==> src/rtl/mac_pkg.sv <==
// ---------------------------------------------------------------------------
// mac_pkg
//
// Shared constants and helpers for the pipelined multiply-accumulate block.
// Neighbouring blocks import this package so that they can align their own
// strobes with the MAC output without hard-coding its latency.
//
// Contents:
//   clog2       - ceiling log2 of a positive integer (1 for value <= 1)
//   prod_width  - full unsigned product width for given operand widths
//   mac_lat     - input-sample to out_valid latency in cycles
//   DEF_*       - default parameter values of pipelined_mac_acc
//   PROD_WIDTH  - product width for the default operand widths
//   LAT         - latency for the default multiplier width
// ---------------------------------------------------------------------------
package mac_pkg;

    localparam int DEF_A_WIDTH   = 4;
    localparam int DEF_B_WIDTH   = 4;
    localparam int DEF_ACC_WIDTH = 16;

    function automatic int clog2(input int value);
        int result;
        int v;
        result = 0;
        v      = value - 1;
        while (v > 0) begin
            result = result + 1;
            v      = v >> 1;
        end
        if (result == 0) begin
            result = 1;
        end
        return result;
    endfunction

    function automatic int prod_width(input int a_width, input int b_width);
        return a_width + b_width;
    endfunction

    // One register per partial-product row, plus the accumulate register
    // that also drives out_valid.
    function automatic int mac_lat(input int b_width);
        return b_width + 1;
    endfunction

    localparam int PROD_WIDTH = prod_width(DEF_A_WIDTH, DEF_B_WIDTH);
    localparam int LAT        = mac_lat(DEF_B_WIDTH);

endpackage

==> src/rtl/mac_pp_stage.sv <==
// ---------------------------------------------------------------------------
// mac_pp_stage
//
// One row of the unsigned array multiplier. Stage K adds the K-th partial
// product row (a AND b[K], shifted left by K) to the running partial sum and
// registers it together with the operands and framing bits that later
// stages still need.
//
// Handshake: valid_in qualifies a_in/b_in/sum_in/last_in in the same cycle.
// There is no backpressure; every stage accepts whatever arrives. A bubble
// (valid_in=0) moves through as valid_out=0 and the data registers keep
// their previous contents, which downstream logic must treat as don't-care.
//
// Ports:
//   clk, reset         - rising-edge clock, synchronous active-high reset
//   valid_in, last_in  - framing bits from the previous stage
//   a_in, b_in         - multiplicand and multiplier travelling with the sum
//   sum_in             - partial sum P_(K-1) (all zeros for K=0)
//   valid_out, last_out, a_out, b_out, sum_out - registered copies; sum_out
//                        holds P_K
// ---------------------------------------------------------------------------
module mac_pp_stage
    import mac_pkg::*;
#(
    parameter int A_WIDTH = 4,
    parameter int B_WIDTH = 4,
    parameter int K       = 0
) (
    input  logic                                     clk,
    input  logic                                     reset,
    input  logic                                     valid_in,
    input  logic                                     last_in,
    input  logic [A_WIDTH-1:0]                       a_in,
    input  logic [B_WIDTH-1:0]                       b_in,
    input  logic [prod_width(A_WIDTH, B_WIDTH)-1:0]  sum_in,
    output logic                                     valid_out,
    output logic                                     last_out,
    output logic [A_WIDTH-1:0]                       a_out,
    output logic [B_WIDTH-1:0]                       b_out,
    output logic [prod_width(A_WIDTH, B_WIDTH)-1:0]  sum_out
);

    localparam int PW = prod_width(A_WIDTH, B_WIDTH);

    logic [PW-1:0] row;
    logic [PW-1:0] sum_next;

    // The row only occupies bits [A_WIDTH+K-1:K]; the add result fits in
    // A_WIDTH+K+1 bits, so holding it at the full product width never loses
    // information.
    always_comb begin
        row      = '0;
        if (b_in[K]) begin
            row = PW'(a_in) << K;
        end
        sum_next = sum_in + row;
    end

    always_ff @(posedge clk) begin
        if (reset) begin
            valid_out <= 1'b0;
            last_out  <= 1'b0;
            a_out     <= '0;
            b_out     <= '0;
            sum_out   <= '0;
        end else begin
            valid_out <= valid_in;
            // Data only moves with a valid sample; bubbles leave it alone.
            if (valid_in) begin
                last_out <= last_in;
                a_out    <= a_in;
                b_out    <= b_in;
                sum_out  <= sum_next;
            end
        end
    end

endmodule

==> src/rtl/pipelined_mac_acc.sv <==
// ---------------------------------------------------------------------------
// pipelined_mac_acc
//
// Streaming unsigned multiply-accumulate. Each valid operand pair is
// multiplied in a B_WIDTH-stage array multiplier (one partial-product row per
// stage) and the product is added to a group accumulator. in_last closes the
// group: the final sum is presented on out_acc with a one-cycle out_valid
// strobe, and the accumulator restarts at zero for the next pair.
//
// Handshake: in_valid qualifies in_a, in_b and in_last in the same cycle.
// There is no ready; the block accepts one pair every cycle. out_valid is a
// single-cycle strobe; out_acc and out_overflow hold their value until the
// next strobe.
//
// Latency: a pair sampled at edge t updates the accumulator at edge t+B_WIDTH;
// out_valid is high in the following cycle (mac_lat(B_WIDTH) cycles).
//
// Overflow: the accumulator add is done one bit wider than ACC_WIDTH; the
// carry-out is made sticky across the group. With SATURATE=1 a group that
// overflowed stays at all-ones; with SATURATE=0 it wraps modulo 2^ACC_WIDTH.
//
// Ports:
//   clk, reset    - rising-edge clock, synchronous active-high reset
//   in_valid      - operand pair valid
//   in_a, in_b    - multiplicand / multiplier (unsigned)
//   in_last       - with in_valid, ends the current group
//   out_valid     - group result strobe
//   out_acc       - group sum (held between strobes)
//   out_overflow  - group overflowed (held between strobes)
// ---------------------------------------------------------------------------
module pipelined_mac_acc
    import mac_pkg::*;
#(
    parameter int A_WIDTH   = DEF_A_WIDTH,
    parameter int B_WIDTH   = DEF_B_WIDTH,
    parameter int ACC_WIDTH = DEF_ACC_WIDTH,
    parameter bit SATURATE  = 1'b1
) (
    input  logic                 clk,
    input  logic                 reset,
    input  logic                 in_valid,
    input  logic [A_WIDTH-1:0]   in_a,
    input  logic [B_WIDTH-1:0]   in_b,
    input  logic                 in_last,
    output logic                 out_valid,
    output logic [ACC_WIDTH-1:0] out_acc,
    output logic                 out_overflow
);

    localparam int PW = prod_width(A_WIDTH, B_WIDTH);

    // Index k of each chain is the input of stage k; index B_WIDTH is the
    // output of the last multiply stage.
    logic [B_WIDTH:0][PW-1:0]      sum_chain;
    logic [B_WIDTH:0][A_WIDTH-1:0] a_chain;
    logic [B_WIDTH:0][B_WIDTH-1:0] b_chain;
    logic [B_WIDTH:0]              valid_chain;
    logic [B_WIDTH:0]              last_chain;

    assign sum_chain[0]   = '0;
    assign a_chain[0]     = in_a;
    assign b_chain[0]     = in_b;
    assign valid_chain[0] = in_valid;
    assign last_chain[0]  = in_last;

    for (genvar k = 0; k < B_WIDTH; k++) begin : g_stage
        mac_pp_stage #(
            .A_WIDTH (A_WIDTH),
            .B_WIDTH (B_WIDTH),
            .K       (k)
        ) u_stage (
            .clk       (clk),
            .reset     (reset),
            .valid_in  (valid_chain[k]),
            .last_in   (last_chain[k]),
            .a_in      (a_chain[k]),
            .b_in      (b_chain[k]),
            .sum_in    (sum_chain[k]),
            .valid_out (valid_chain[k+1]),
            .last_out  (last_chain[k+1]),
            .a_out     (a_chain[k+1]),
            .b_out     (b_chain[k+1]),
            .sum_out   (sum_chain[k+1])
        );
    end

    // The operands leaving the last stage have no consumer.
    logic unused_chain_tail;
    assign unused_chain_tail = ^{a_chain[B_WIDTH], b_chain[B_WIDTH]};

    logic [PW-1:0] product;
    logic          product_valid;
    logic          product_last;

    assign product       = sum_chain[B_WIDTH];
    assign product_valid = valid_chain[B_WIDTH];
    assign product_last  = last_chain[B_WIDTH];

    // Running group state. Clearing acc_q/sticky_q when a group closes is
    // what makes the next pair start from acc_base = 0.
    logic [ACC_WIDTH-1:0] acc_q;
    logic                 sticky_q;

    logic [ACC_WIDTH:0]   sum_wide;
    logic                 ovf_now;
    logic [ACC_WIDTH-1:0] acc_next;

    always_comb begin
        sum_wide = {1'b0, acc_q} + {{(ACC_WIDTH + 1 - PW){1'b0}}, product};
        ovf_now  = sum_wide[ACC_WIDTH] | sticky_q;
        acc_next = sum_wide[ACC_WIDTH-1:0];
        // Once saturated the group stays pinned at all-ones even when later
        // products are zero and produce no fresh carry.
        if (SATURATE && ovf_now) begin
            acc_next = '1;
        end
    end

    always_ff @(posedge clk) begin
        if (reset) begin
            acc_q        <= '0;
            sticky_q     <= 1'b0;
            out_valid    <= 1'b0;
            out_acc      <= '0;
            out_overflow <= 1'b0;
        end else begin
            out_valid <= product_valid & product_last;
            if (product_valid) begin
                if (product_last) begin
                    out_acc      <= acc_next;
                    out_overflow <= ovf_now;
                    acc_q        <= '0;
                    sticky_q     <= 1'b0;
                end else begin
                    acc_q    <= acc_next;
                    sticky_q <= ovf_now;
                end
            end
        end
    end

endmodule

==> config.mk <==
export PLATFORM = sky130hd
export DESIGN_NAME = pipelined_mac_acc
export DESIGN_NICKNAME = d
export VERILOG_FILES = /design/src/rtl/mac_pkg.sv /design/src/rtl/mac_pp_stage.sv /design/src/rtl/pipelined_mac_acc.sv
export SDC_FILE = /design/constraint.sdc
export NUM_CORES = 1
export LEC_CHECK = 0
export BUFFER_PORTS_ARGS = -buffer_cell sky130_fd_sc_hd__buf_4
export CAP_MARGIN = 20
export CORE_UTILIZATION = 25
export CTS_BUF_LIST = sky130_fd_sc_hd__clkbuf_4 sky130_fd_sc_hd__clkbuf_8
export CTS_CLUSTER_DIAMETER = 100
export DETAILED_ROUTE_END_ITERATION = 6
export GPL_ROUTABILITY_DRIVEN = 0
export PLACE_DENSITY = 0.46
export SETUP_SLACK_MARGIN = 0.4
export SLEW_MARGIN = 10
export SYNTH_ARGS = -nofsm -noshare
export SYNTH_HDL_FRONTEND = slang
export SYNTH_SLANG_ARGS = --single-unit
export TNS_END_PERCENT = 30
==> constraint.sdc <==
create_clock -name clk -period 2.72 [get_ports clk]
set_clock_uncertainty 0.15 [all_clocks]
set_input_delay 0.544 -clock clk [delete_from_list [all_inputs] [get_ports clk]]
set_output_delay 0.544 -clock clk [all_outputs]
set_load 0.02 [all_outputs]
; Yosys cells after proc, flatten, opt, wreduce, memory -nomap -nowiden
; Cells that the tools add are included.
[word_totals]
ff_bits = 99
out_inout_bits = 18
word_cells = 37
[classes]
addsub = 4
n_mux = 7
n_bitwise = 2
reduce_logical = 1
[op_table]
columns = operator, count
row1 = $mux 16, 2
row2 = $add 8x8->8, 3
row3 = $add 16x8->17, 1
row4 = $mux 7, 1
row5 = $mux 6, 1
row6 = $mux 5, 1
row7 = $mux 4, 1
row8 = $reduce_and 2->1, 1
row9 = $and 1x1->1, 1
row10 = $mux 1, 1
row11 = $or 1x1->1, 1

; Logic depth before layout (Yosys ltp)
; Gate-level depths: netlist (run 1).
[logic_depth]
word_depth = 4
depth_mapped = 9
mapped_depth_nobuf = 9

; Hierarchy
; A second synthesis (run 1) with hierarchy kept.
[unflattened]
cells_unflattened = 587
hier_area_um2 = 5365.1
[by_module_without_submodules]
columns = module, n_inst, cells_per_inst, area_per_inst_um2, seq_area_each_um2
row1 = pipelined_mac_acc, 1, 220, 1856.8, 700.7
row2 = mac_pp_stage at g_stage[0].u_stage, 1, 103, 953.4, 360.3
row3 = mac_pp_stage at g_stage[1].u_stage, 1, 95, 888.4, 360.3
row4 = mac_pp_stage at g_stage[2].u_stage, 1, 85, 840.8, 360.3
row5 = mac_pp_stage at g_stage[3].u_stage, 1, 84, 825.8, 360.3

; Least setup slack after synthesis (run 1)
; No wires, ideal clock.
[synth_timing]
path_kind = reg2reg
startpoint = register acc_q[0]
endpoint = register acc_q[11]
setup_ns = 0.138
t_arrival_ns = 2.096
required_time_ns = 2.432
path_slack_ns = 0.337
stages_incl_launch_ff = 10
path_buffers = 2
path_cell_list = dfxtp_1 > ha_1 > fa_1 > a211oi_2 > o211ai_2 > and3_1 > buf_6 > a21oi_4 > buf_6 > o211ai_2
[synth_between]
elab_chain_len = 4
[synth_rtl]
columns = item, line_no
row1 = "start, declared", pipelined_mac_acc.sv:101  ; logic [ACC_WIDTH-1:0] acc_q;
row2 = "start signal, assigned", pipelined_mac_acc.sv:135  ; acc_q <= acc_next;
row3 = $add 16x8->17 (*), pipelined_mac_acc.sv:109  ; sum_wide = {1'b0, acc_q} + {{(ACC_WIDTH + 1 - PW){1'b0}}, product};
row4 = $or 1x1->1, pipelined_mac_acc.sv:110  ; ovf_now = sum_wide[ACC_WIDTH] | sticky_q;
row5 = $mux 16 (*), pipelined_mac_acc.sv:114  ; if (SATURATE && ovf_now) begin
row6 = $mux 16 (*), pipelined_mac_acc.sv:129  ; if (product_last) begin
; Mark *: on every way between the ends. The rest lies on a longest branch, timed or not.
; A chain may end at the register's enable or synchronous reset.

; Worst setup path in the final report (run 1)
[layout_timing]
startpoint = register g_stage[3].u_stage.sum_out[0]
endpoint = register out_acc[3]
[layout_between]
elab_chain_len = 3
[layout_rtl]
columns = item, line_no
row1 = "start, declared", mac_pp_stage.sv:40  ; output logic [prod_width(A_WIDTH, B_WIDTH)-1:0] sum_out
row2 = "start signal, assigned", mac_pp_stage.sv:73  ; sum_out <= sum_next;
row3 = $add 16x8->17 (*), pipelined_mac_acc.sv:109
row4 = $or 1x1->1, pipelined_mac_acc.sv:110
row5 = $mux 16 (*), pipelined_mac_acc.sv:114
row6 = "end signal, assigned", pipelined_mac_acc.sv:130  ; out_acc <= acc_next;
row7 = "end, declared", pipelined_mac_acc.sv:46  ; output logic [ACC_WIDTH-1:0] out_acc,
; Marks and branches as above.

==> results.md, run 1 <==
- Outcome: finished clean
- Static Leak: 1.84 nW
- Synth cell types: 51
- Pins Over Slew Limit: 0
- Via/cell ratio: 4.57
- Num ports: 30
- Setup_tns: 0 ns
- Antenna cell count: 0
- Worst-path cell chain: ha_4 > fa_2 > a211oi_4 > buf_4 > o211ai_4 > and3_4 > a21oi_4 > buf_6 > a311oi_1
- Fillers: 1658
- Hpwl dp: 6510 um
- Highest-count cells in the layout ignoring fill and taps: 84 x dfxtp_1, 72 x nor2_1, 40 x mux2i_1
- CTS root buffer: clkbuf_8
- Largest net degree at the start of global routing: 59
- Fin crit share: 84.5%
- Total die area: 0.0169 mm^2
- Global-route wire length before repair: 15000 um
- Data arrival time of the worst path: 2.38 ns
- CTS Hold Bufs: 0
- CP max-delay cell: fa_2
- Maximum vdd ir drop: 0.000219 V
- Slew HR: 40.1%
- EDFF count, synth: 0
- Most common cell after layout, fill and taps aside: dfxtp_1
- CP endpoint kind: flop
- IO buf count: 29
- Vias: 3123
- Worst-path fanout max: 9
- Final Hold Fails: 0
- Max incr delay on CP: 0.39 ns
- Sequential element share of the synthesized area: 42.0%
- CTS tree: built
- Final Instance Count excl. Fillers: 683
- CTS buffer count: 9
- Synth area leader: dfxtp_1
- Die width: 130 um
- Max_cap viols: 0
- Chip height: 130 um
- Drt first pass iters: 4
- # clock sinks: 86
- Met2 routed WL: 4530 um
- Startpoint types: flop
- Synth top area share: 42.0%
- Fin nets: 497
- Worst Hold Class: input pin to flop
- Register bit count reported by yosys: 86
- Met3 WL: 250 um
- Fmax: 435 MHz
- Period minus WS final: 2.30 ns
- Actual slew at the worst max-slew pin: 0.895 ns
- CTS clk-pin slew, worst paths: 0.09 ns
- WL final: 9140 um
- Initial DRC count: 106
- Aggregate global-route resource usage: 11.4%
- Initial antenna violation count: 0
- Pwr dens: 469 mW/mm^2
- Post-synth top flop: dfxtp_1
- Synth-to-Final Area Change: 17.6%
- Top cells by area, synth: dfxtp_1 42%, mux2i_1 9.8%, nor2_1 6.6%
- CP required: 2.80 ns
- Syn_nets: 474
- Clk_lat worst skew: 0.36 ns
- Cell area after synthesis: 0.00410 mm^2
- Metal-1 WL: 4280 um
- Layout Utilization: 30.3%
- Initial core utilization: 25.7%
- Number of global-route vias before repair: 3054
- Routed wire length per instance: 13.4 um
- Worst setup path category: flop to flop
- DRC Markers: 0
- Unrepaired setup endpoints after global routing: yes
- Top Layer Used: met4
- Syn Area/Cell: 9.35 um^2
- Async SR Flop Fraction: 0%
- Finish-stage setup viols: 0
- GRT overflow: 0
- Placed Cells: 663
- Yosys warning total: 0
- Max Buffers Root-to-Sink: 2
- Row Count: 46
- Post-synthesis cell count: 439
- H-tree levels: 3
- Layout cell share with drive strength beyond 1: 16.3%
- DRT antenna net count: 0
- Core footprint: 0.0159 mm^2
-- critical path: cells and delay by family, from the launching register on --
| family | cells | cell delay (ns) |
|---|---|---|
| adders and majority gates | 2 | 0.55 |
| and+or+nand+nor | 1 | 0.25 |
| buffers and inverters | 2 | 0.32 |
| AOI/OAI and AO/OA | 4 | 0.55 |
| DFF | 1 | 0.35 |
-- synth_stat cells, drive strengths merged (6+ instances only) --
cell type  count
a211oi        23
a21oi         20
a311oi         6
and2          11
and3           7
buf            8
clkbuf        19
dfxtp         86
ha            19
inv           15
mux2i         40
nand2          9
nand2b         6
nand3          6
nor2          72
nor2b          6
o211ai         8
o21ai         15
o22ai          6
xnor2          9
xor2           8
-- sequential cells by signal (all words and copies together), names as in the netlist, 4 cells and up --
signal                     flops
acc_q                         16
g_stage.u_stage.a_out         12
g_stage.u_stage.b_out          6
g_stage.u_stage.last_out       4
g_stage.u_stage.sum_out       25
g_stage.u_stage.valid_out      4
out_acc                       16
-- power by group --
part	total, mW	internal [mW]	switching (mW)	leakage, nW
Sequential	1.30	1.28	0.0239	0.697
Combinational	0.0950	0.0438	0.0512	1.05
Clock	0.866	0.384	0.483	0.0942
-- metrics by stage --
step                hold WS, ns  setup slack, ns  area (um^2)  total power [mW]
floorplan                 0.282            0.433         4110              1.39
global placement          0.309            0.277         4520              1.43
detailed placement        0.316            0.248         4520              1.43
CTS                       0.246            0.374         4730              2.30
global route              0.254            0.309         4820              2.37
finish                    0.266            0.422         4820              2.26
-- cell type report --
cell class                      instances  area (um^2)  share of cell area, %
Multi-Input combinational cell        311         2290                   47.5
Sequential cell                        86         1720                   35.7
Timing Repair Buffer                   39          300                   6.22
Tap cell                              216          270                   5.60
Clock buffer                           12          153                   3.16
Inverter                               15         56.3                   1.17
Clock inverter                          4         30.0                  0.622
-- final timing paths --
kind	from	end	slack, ns	depth (start not counted)
setup / recovery	g_stage[3].u_stage.sum_out[0]	out_acc[3]	0.42	9
hold / removal	in_b[3]	g_stage[0].u_stage.b_out[3]	0.27	3
setup reg to reg	g_stage[3].u_stage.sum_out[0]	out_acc[3]	0.42	9
hold reg to reg	g_stage[0].u_stage.sum_out[0]	g_stage[0].u_stage.sum_out[0]	0.33	2
-- timing repair --
action	4_1_cts	5_1_grt
resized for setup	5	15
endpoints found under the setup margin	28	34
pin swaps	3	10
buffers inserted	1	3
-- metal layers --
layer / global-route usage, % / vias to the layer above
met1: 14.1 / 1474
met3: 2.87 / 10
met5: 0 / -
met4: 3.08 / 0
met2: 19.6 / 37
li1: - / 1602
-- kinds of logic after synthesis --
family | count (synthesis) | share of synthesized area (%)
fa+ha+maj | 23 | 7.75
simple gates | 131 | 15.1
xor+xnor | 17 | 3.63
buf+inv | 42 | 4.27
mux | 40 | 9.76
flops | 86 | 42.0
compound gates | 100 | 17.6
No activity file was read; power rests on OpenSTA's default activity.
==> inputs of run 2 (changes only) <==
==> constraint.sdc (replaced) <==
create_clock -name clk -period 2.3 [get_ports clk]
set_clock_uncertainty 0.15 [all_clocks]
set_input_delay 0.46 -clock clk [delete_from_list [all_inputs] [get_ports clk]]
set_output_delay 0.46 -clock clk [all_outputs]
set_load 0.02 [all_outputs]
==> run 2 against run 1 <==
Compared with the run above:
- global-route usage rose by 0.099 points
- sequential power is 18% higher
- non-clock buffer count up 5
- critical endpoint is now acc_q[10]
- clock-buffer cell count did not move
- routed wire length rose by 1.2%
- largest power group unchanged
- critical path depth decreased by 1
- largest cell class unchanged
==> results.md, run 2 (synthesized netlist as in run 1, its figures left out) <==
- Reg with most FFs: g_stage.u_stage.sum_out
- Startpoint types: flop
- Worst setup margin: 0.163 ns
- Pwr Total: 2.68 mW
- Aggregate global-route resource usage: 11.5%
- Fmax: 468 MHz
- Worst Hold Class: input pin to flop
- CP endpoint kind: flop
- Finish-stage setup viols: 0
- Global-route wire length before repair: 15300 um
- Static Leak: 1.86 nW
- Slew HR: 38.6%
- Switching share of total power: 24.0%
- GRT overflow: 0
- Max Buffers Root-to-Sink: 2
- Reg power frac: 57.1%
- Initial DRC count: 141
- CP required: 2.39 ns
- Initial antenna violation count: 0
- Antenna cell count: 0
- Vias: 3162
- Most common cell after layout, fill and taps aside: dfxtp_1
- Pins Over Slew Limit: 0
- Final Instance Count excl. Fillers: 688
- Drt first pass iters: 4
- IO buf count: 29
- Initial core utilization: 25.7%
- Period minus WS final: 2.14 ns
- # clock sinks: 86
- Layout Utilization: 30.7%
- Layout cell share with drive strength beyond 1: 18.9%
- Pwr dens: 547 mW/mm^2
- Chip height: 130 um
- Fin crit share: 92.9%
- Outcome: finished clean
- Fillers: 1689
- Die width: 130 um
- Clock power share: 38.2%
- Hpwl dp: 6620 um
- Synth-to-Final Area Change: 19.2%
- Max_cap viols: 0
- Dpl cell area: 0.00460 mm^2
- Final Hold Fails: 0
- Pre-CTS setup slack: 0.0126 ns
- Clk_lat worst skew: 0.36 ns
- Unrepaired setup endpoints after global routing: yes
- H-tree levels: 3
- Row Count: 46
- Worst-path fanout max: 6
- Placed Cells: 670
- Num ports: 30
- CTS root buffer: clkbuf_8
- Largest net degree at the start of global routing: 39
- Routed wire length per instance: 13.4 um
- Actual slew at the worst max-slew pin: 0.917 ns
- Setup_tns: 0 ns
- Via/cell ratio: 4.60
- Highest-count cells in the layout ignoring fill and taps: 83 x dfxtp_1, 72 x nor2_1, 43 x buf_4
- R2R setup slack: 0.16 ns
- Fin nets: 502
- Number of global-route vias before repair: 2977
- CTS clk-pin slew, worst paths: 0.09 ns
- Cell internal pwr: 2.03 mW
- CTS Hold Bufs: 0
- CTS tree: built
- Net Sw Power: 643 uW
- WL final: 9240 um
- Post-route cell area: 0.00489 mm^2
- Data arrival time of the worst path: 2.22 ns
- DRC Markers: 0
- Core footprint: 0.0159 mm^2
- DRT antenna net count: 0
- CTS buffer count: 9
- Worst setup path category: flop to flop
- Worst hold slack: 0.184 ns
- Maximum vdd ir drop: 0.000398 V
- Combinational share of power: 4.7%
- Top flop regs: g_stage.u_stage.sum_out (25), acc_q (16), out_acc (16)
- Total die area: 0.0169 mm^2
- Largest register FFs: 25
[run 2: cell types whose count changed in the layout (fill, tap and decap cells not counted), sizes merged]
cell and change:
clkinv +1, buf +5, inv -1
[run 2: timing repair]
item | CTS | global route
gates cloned | 0 | 0
endpoints found under the setup margin | 35 | 40
pin swaps | 7 | 5
endpoints found under the hold margin | 0 | 0
setup buffers | 1 | 1
resized for setup | 12 | 8
[run 2: final cells by class]
cell class / count / area (um^2) / share of cell area, %
tap: 216 / 270 / 5.53
multi-input combinational: 311 / 2310 / 47.2
inverter: 15 / 56.3 / 1.15
clock buffer: 12 / 159 / 3.25
clock inverter: 4 / 30.0 / 0.614
timing repair buffer: 44 / 343 / 7.01
sequential: 86 / 1730 / 35.3
[run 2: path summary, 6_finish.rpt]
check,from,end,cells past startpoint
setup / recovery,g_stage[3].u_stage.sum_out[0],acc_q[10],8
hold / removal,in_b[1],g_stage[0].u_stage.b_out[1],3
setup reg to reg,g_stage[3].u_stage.sum_out[0],acc_q[10],8
hold reg to reg,g_stage[0].u_stage.sum_out[0],g_stage[0].u_stage.sum_out[0],2
[run 2: critical path, stage by stage, from the launching register on]
cell,delay (ns)
dfxtp_2,0.35
ha_4,0.16
fa_2,0.36
a211oi_4,0.23
o211ai_2,0.12
buf_4,0.17
and3_4,0.18
a221oi_2,0.20
o22ai_1,0.10
[run 2: power by group through the flow]
stage	Clock, mW	Combinational (mW)	Sequential (mW)
4_1_cts	1.07	0.128	1.53
6_report	1.02	0.126	1.53
3_5_place_dp	0	0.127	1.56
3_3_place_gp	0	0.125	1.56
2_1_floorplan	0	0.0902	1.56
5_1_grt	1.11	0.142	1.53
[run 2: per-layer routing]
layer	GRT usage (%)	wire, um
met5	0	0
met4	3.28	59
met3	2.75	282
met2	19.6	4460
met1	14.4	4440
